--- src/rtl/vector_writeback_ctrl.sv ---
// rtl/vector_writeback_ctrl.sv - write-back stage feeding the ping-pong vector buffer x_n port
module vector_writeback_ctrl #(
    parameter int LENGTH      = 1024,
    parameter int DATA_WIDTH  = 32,
    parameter int PARALLELISM = 4,
    parameter int ITER_W      = 16,
    localparam int ADDR_W     = $clog2(LENGTH)
) (
    input  logic                                   clk,
    input  logic                                   rst_n,
    input  logic                                   start,
    input  logic [ITER_W-1:0]                      iterations,
    input  logic                                   in_valid,
    output logic                                   in_ready,
    input  logic [PARALLELISM-1:0][ADDR_W-1:0]     in_addr,
    input  logic [PARALLELISM-1:0][DATA_WIDTH-1:0] in_data,
    input  logic                                   in_last,
    output logic                                   x_n_valid,
    output logic                                   x_n_write,
    output logic                                   x_n_rready,
    input  logic                                   x_n_ready,
    output logic [PARALLELISM-1:0][ADDR_W-1:0]     x_n_addr,
    output logic [PARALLELISM-1:0][DATA_WIDTH-1:0] x_n_wdata,
    output logic                                   ping,
    output logic [ITER_W-1:0]                      iter_count,
    output logic                                   busy,
    output logic                                   done,
    output logic                                   err
);

    localparam int BEATS  = LENGTH / PARALLELISM;
    localparam int BCNT_W = $clog2(BEATS + 1) + 1;
    localparam logic [BCNT_W-1:0] BEATS_C = BCNT_W'(BEATS);
    localparam logic [ADDR_W:0]   LEN_C   = (ADDR_W+1)'(LENGTH);

    typedef enum logic [2:0] {
        S_IDLE,
        S_WRITE,
        S_SWAP,
        S_SETTLE,
        S_DONE
    } state_t;

    state_t                                 r_state;
    logic                                   r_skid_full;
    logic                                   r_skid_last;
    logic [PARALLELISM-1:0][ADDR_W-1:0]     r_skid_addr;
    logic [PARALLELISM-1:0][DATA_WIDTH-1:0] r_skid_data;
    logic [BCNT_W-1:0]                      r_beat_cnt;
    logic [ITER_W-1:0]                      r_iterations;
    logic [ITER_W-1:0]                      r_iter_count;
    logic                                   r_ping;
    logic                                   r_busy;
    logic                                   r_done;
    logic                                   r_err;

    logic                                   w_hs;
    logic                                   w_in_ready;
    logic                                   w_accept;
    logic                                   w_oor;
    logic [PARALLELISM-1:0][ADDR_W-1:0]     w_addr_fixed;

    assign w_hs = r_skid_full && x_n_ready;
    // Once the iteration's last beat sits in the skid, nothing more is taken until the swap is done.
    assign w_in_ready = (r_state == S_WRITE) && (!r_skid_full || (w_hs && !r_skid_last));
    assign w_accept   = in_valid && w_in_ready;

    always_comb begin
        w_oor        = 1'b0;
        w_addr_fixed = in_addr;
        for (int l = 0; l < PARALLELISM; l++) begin
            if ({1'b0, in_addr[l]} >= LEN_C) begin
                w_oor           = 1'b1;
                w_addr_fixed[l] = '0;
            end
        end
    end

    always_ff @(posedge clk) begin
        if (!rst_n) begin
            r_state      <= S_IDLE;
            r_skid_full  <= 1'b0;
            r_skid_last  <= 1'b0;
            r_skid_addr  <= '0;
            r_skid_data  <= '0;
            r_beat_cnt   <= '0;
            r_iterations <= '0;
            r_iter_count <= '0;
            r_ping       <= 1'b0;
            r_busy       <= 1'b0;
            r_done       <= 1'b0;
            r_err        <= 1'b0;
        end else begin
            r_ping <= 1'b0;
            r_done <= 1'b0;

            if (w_accept) begin
                r_skid_full <= 1'b1;
                r_skid_last <= in_last;
                r_skid_addr <= w_addr_fixed;
                r_skid_data <= in_data;
                if (w_oor) begin
                    r_err <= 1'b1;
                end
            end else if (w_hs) begin
                r_skid_full <= 1'b0;
            end

            if (w_hs) begin
                r_beat_cnt <= r_beat_cnt + BCNT_W'(1);
                if (r_skid_last && (r_beat_cnt + BCNT_W'(1) != BEATS_C)) begin
                    r_err <= 1'b1;
                end
            end

            case (r_state)
                S_IDLE: begin
                    if (start) begin
                        r_err        <= 1'b0;
                        r_busy       <= 1'b1;
                        r_iter_count <= '0;
                        r_beat_cnt   <= '0;
                        r_iterations <= iterations;
                        if (iterations == '0) begin
                            r_state <= S_DONE;
                            r_done  <= 1'b1;
                        end else begin
                            r_state <= S_WRITE;
                        end
                    end
                end
                S_WRITE: begin
                    if (w_hs && r_skid_last) begin
                        r_state      <= S_SWAP;
                        r_ping       <= 1'b1;
                        r_iter_count <= r_iter_count + ITER_W'(1);
                    end
                end
                S_SWAP: begin
                    r_beat_cnt <= '0;
                    r_state    <= S_SETTLE;
                end
                S_SETTLE: begin
                    if (r_iter_count == r_iterations) begin
                        r_state <= S_DONE;
                        r_done  <= 1'b1;
                    end else begin
                        r_state <= S_WRITE;
                    end
                end
                S_DONE: begin
                    r_busy  <= 1'b0;
                    r_state <= S_IDLE;
                end
                default: begin
                    r_state <= S_IDLE;
                end
            endcase
        end
    end

    assign in_ready   = w_in_ready;
    assign x_n_valid  = r_skid_full;
    assign x_n_write  = r_skid_full;
    assign x_n_rready = 1'b0;
    assign x_n_addr   = r_skid_addr;
    assign x_n_wdata  = r_skid_data;
    assign ping       = r_ping;
    assign iter_count = r_iter_count;
    assign busy       = r_busy;
    assign done       = r_done;
    assign err        = r_err;

endmodule

--- config.mk ---
export PLATFORM = sky130hd
export DESIGN_NAME = vector_writeback_ctrl
export DESIGN_NICKNAME = d
export VERILOG_FILES = /design/src/rtl/vector_writeback_ctrl.sv
export SDC_FILE = /design/constraint.sdc
export NUM_CORES = 1
export LEC_CHECK = 0
export CORE_MARGIN = 2
export CORE_UTILIZATION = 42
export DETAILED_ROUTE_END_ITERATION = 12
export PLACE_DENSITY = 0.8
export SLEW_MARGIN = 30
export SYNTH_ARGS = -nofsm -noshare
export SYNTH_HDL_FRONTEND = slang
export SYNTH_SLANG_ARGS = --single-unit
--- constraint.sdc ---
create_clock -name clk -period 2.1 [get_ports clk]
set_clock_uncertainty 0.15 [all_clocks]
set_input_delay 0.21 -clock clk [delete_from_list [all_inputs] [get_ports clk]]
set_output_delay 0.21 -clock clk [all_outputs]
set_load 0.005 [all_outputs]
==> results.txt <==
* Synthesis Warnings: 0
* Antenna violations before repair: 0
- Effective utilization at floorplan: 42.9%
- 0 antenna diodes ended up in the layout.
- Part of the cycle the worst path needs: 95.8%
- Setup repair after global routing could not meet its margin everywhere.
- Arrival time of the worst setup path: 2.29 ns
- Yosys mapped a number of flops with a built-in enable equal to 0.
* Biggest fanout along the worst timing path: 49
* Critical path data required time: 2.38 ns
- Post-route total power: 10.2 mW
- Across the run, the number of max-cap violations was 0.
- The worst setup path is launched from a flip-flop.
- Synth async-reset ratio: 0%
- Dividing the synthesized area by the synthesized cell count gives 8.51 um2.
- Clock transition time at the flip-flop clock pins of the worst setup and hold paths: 0.06 ns
* Count of routing violations after the opening detailed-route iteration: 372
* Number of CTS-inserted buffers: 24
* Width of the die: 148 um
- The later pin in the worst-skew pair is clocked with a latency of 0.50 ns.
- Number of filler instances in the final layout: 1598
* Multi-input logic area: 3910 um2
- Beginning of the worst register-to-register path: r_state[1]
- TritonCTS built the clock tree.
* Combined buffer and inverter count along the critical path: 2
- The critical path goes through or3b_4 -> a21oi_4 -> buf_6 -> and2_4 -> buf_16 -> nand2_1 -> a21boi_1.
- Number of vias in the routed layout: 8211
* Global router's overall resource usage: 23.8%
- In this design, the stage delay of the slowest critical-path cell is 0.42 ns.
* Length in cells of the worst reg-to-reg path: 7
- Count of distinct cell types in the synthesized netlist: 40
* Core Box Area: 20200 um2
- The final number of max-transition violations is 0.
* Fmax: 497 MHz
* Cell depth of the worst min-delay path: 3
- Average via count per standard cell: 4.88
- Total negative slack: 0 ns
- Utilization after layout: 68.1%
- Largest delay share family, worst path: simple AND/OR/NAND/NOR gates
* Wire length of the first global-routing pass: 42300 um
* # clock sinks: 219
- Entering global routing, the biggest net connects 109 pins.
- The first detailed-routing pass ran for 4 iterations.
* Slowest cell on the critical path: sky130_fd_sc_hd__or3b_4
* Number of synthesized register bits: 219
- Root cell of the clock tree: sky130_fd_sc_hd__clkbuf_16
- Post-synth top area cell: sky130_fd_sc_hd__dfxtp_1
- Count of standard-cell rows: 52
- The worst setup path is of the reg -> reg kind.
* CTS HTree Levels: 1
- Counting along the longest clock path gives a buffer depth of 3.
- Minimum period implied by the final worst setup slack: 2.01 ns
- The flow ran to the end, and the final reports show no timing, DRC or antenna violations.
* Placer Congestion: 0.850
- In this run the most critical hold path is launched from in_data[100].
- Number of placed I/O pins: 382
- Measured along the y axis, the die boundary spans 148 um.
* Via count of the first global-routing pass: 8148
- The tightest min-delay check is of the in -> reg type.
- The critical path crosses 7 cells after its start point.
- After the last flow step, the layout net total stands at 1589.
- Die area: 21800 um2
- Capturing point of the worst reg2reg path: x_n_wdata[117]
- During placement, the flow inserted port buffers numbering 380.
- Standby leakage power: 5.07 nW
* Fraction of layout instances using a drive strength above 1: 6.44%
- In the synthesized netlist, the number of instances is 1019.
* Sequential fraction of the synthesis area: 50.6%
* Number of hold violations in the final report: 0
* Detailed placer's ending HPWL: 19500 um
- Summing every instance area after synthesis gives 8670 um2.
- After detailed routing, the number of remaining DRC violations is 0.
* Final setup violation count: 0
- Mapped Nets: 1211
- For flop-to-flop paths, the worst setup slack is 0.09 ns.
* Leading cell types by total area after synthesis: sky130_fd_sc_hd__dfxtp_1 51%, sky130_fd_sc_hd__nand2_1 17%, sky130_fd_sc_hd__a21boi_1 9.5%
- Worst Hold End: x_n_wdata[100]
- The detail route stage leaves a number of antenna-violating nets equal to 0.
- Top library cells by usage in the layout, fill and taps aside: 387 x sky130_fd_sc_hd__nand2_1, 378 x sky130_fd_sc_hd__clkdlybuf4s50_1, 218 x sky130_fd_sc_hd__dfxtp_1
* Proportion of netlist area held by the largest area contributor: 50.6%
- Critical Path Sink Type: flip-flop
- Leftover overflow at the end of global routing: 0
- Leaving out fill and tap cells, the most frequent cell in the layout is sky130_fd_sc_hd__nand2_1.
- For this design the ratio of total power to cell area is 738 nW/um2.
* Dominant register cell in the synthesized netlist: sky130_fd_sc_hd__dfxtp_1
* Detailed-route wire length: 27100 um
- Worst voltage drop across the vdd grid: 0.670 mV
* Footprint of the flip-flops and latches: 4390 um2
- Dividing the detail-routed wire length by the instance count gives 16.1 um.
- Layout overhead on the synthesized area: 58.9%
## power breakdown
group	internal, mW	switching, mW
registers	4.31	0.0851
clock network	2.82	1.68
logic	0.774	0.489
## tightest hold or removal path: stages
cell	delay, ns
sky130_fd_sc_hd__clkdlybuf4s50_1	0.39
sky130_fd_sc_hd__nand2_1	0.05
sky130_fd_sc_hd__a21boi_1	0.05
## routing by layer
metal	part of all wire [%]	vias to the layer above	GRT usage, %
met2	49	300	42.0
li1	-	4072	-
met5	0	-	0
met3	9.3	54	7.78
met4	3.0	0	7.55
met1	39	3785	27.4
## metrics by stage
step | area [um2] | hold WS [ns] | setup slack, ns | std cells
2_1_floorplan | 8670 | 0.195 | 0.169 | 1019
3_3_place_gp | 12800 | 0.290 | 0.0342 | 1638
3_5_place_dp | 12800 | 0.294 | 0.0111 | 1638
4_1_cts | 13700 | 0.0740 | 0.0102 | 1682
5_1_grt | 13800 | 0.0854 | -0.0346 | 1683
6_report | 13800 | 0.0919 | 0.0887 | 1683
## worst max-delay path by stage
stage | slack (ns) | endpoint | startpoint
finish | 0.09 | x_n_wdata[117] | r_state[1]
CTS | 0.01 | x_n_addr[2] | r_state[1]
global placement | 0.03 | r_state[2] | iterations[0]
floorplan | 0.17 | x_n_wdata[0] | r_state[2]
detailed placement | 0.01 | x_n_wdata[23] | x_n_ready
global route | -0.03 | x_n_wdata[52] | r_state[1]
## what timing repair did
action,4_1_cts,5_1_grt
buffers inserted,2,0
resized for setup,2,11
hold buffers,1,0
pin swaps,1,0
endpoints found under the setup margin,1,32
endpoints found under the hold margin,3,0
cloned,0,1
## Yosys cell counts (all sizes together), types with 3 or more instances
master / n
nand2: 388
dfxtp: 219
nand2b: 3
nand3: 9
nor4b: 3
a21oi: 7
clkbuf: 38
a21boi: 187
xnor2: 12
nor3: 6
nand4: 7
nor2b: 5
xor2: 27
and3: 9
nor2: 33
buf: 32
nor4: 10
## state kept, by name (all words and copies together), names as in the netlist, 3 cells and up
name,flops
r_beat_cnt,10
x_n_wdata,128
r_iterations,16
r_state,3
x_n_addr,40
iter_count,16
## kinds of logic (layout without fill, tap and decap cells)
| family | after synthesis | in the layout | synth area share (%) |
|---|---|---|---|
| adders and majority gates | 2 | 2 | 0.289 |
| buffers and inverters | 71 | 465 | 4.59 |
| and+or+nand+nor | 483 | 483 | 22.9 |
| DFF | 219 | 219 | 50.6 |
| other | 1 | 1 | 0.0432 |
| muxes | 1 | 1 | 0.115 |
| AOI/OAI and AO/OA | 203 | 203 | 17.5 |
| xor gates and xnor gates | 39 | 39 | 3.94 |
## cell type report
type	count	area share [%]
flip-flops and latches	219	31.8
repair buffers	422	31.1
multi-input cells	729	28.4
clock buffers	33	5.12
well taps	270	2.45
clock inverters	9	1.05
inverters	1	0.0273
No activity file was read; power rests on OpenSTA's default activity.
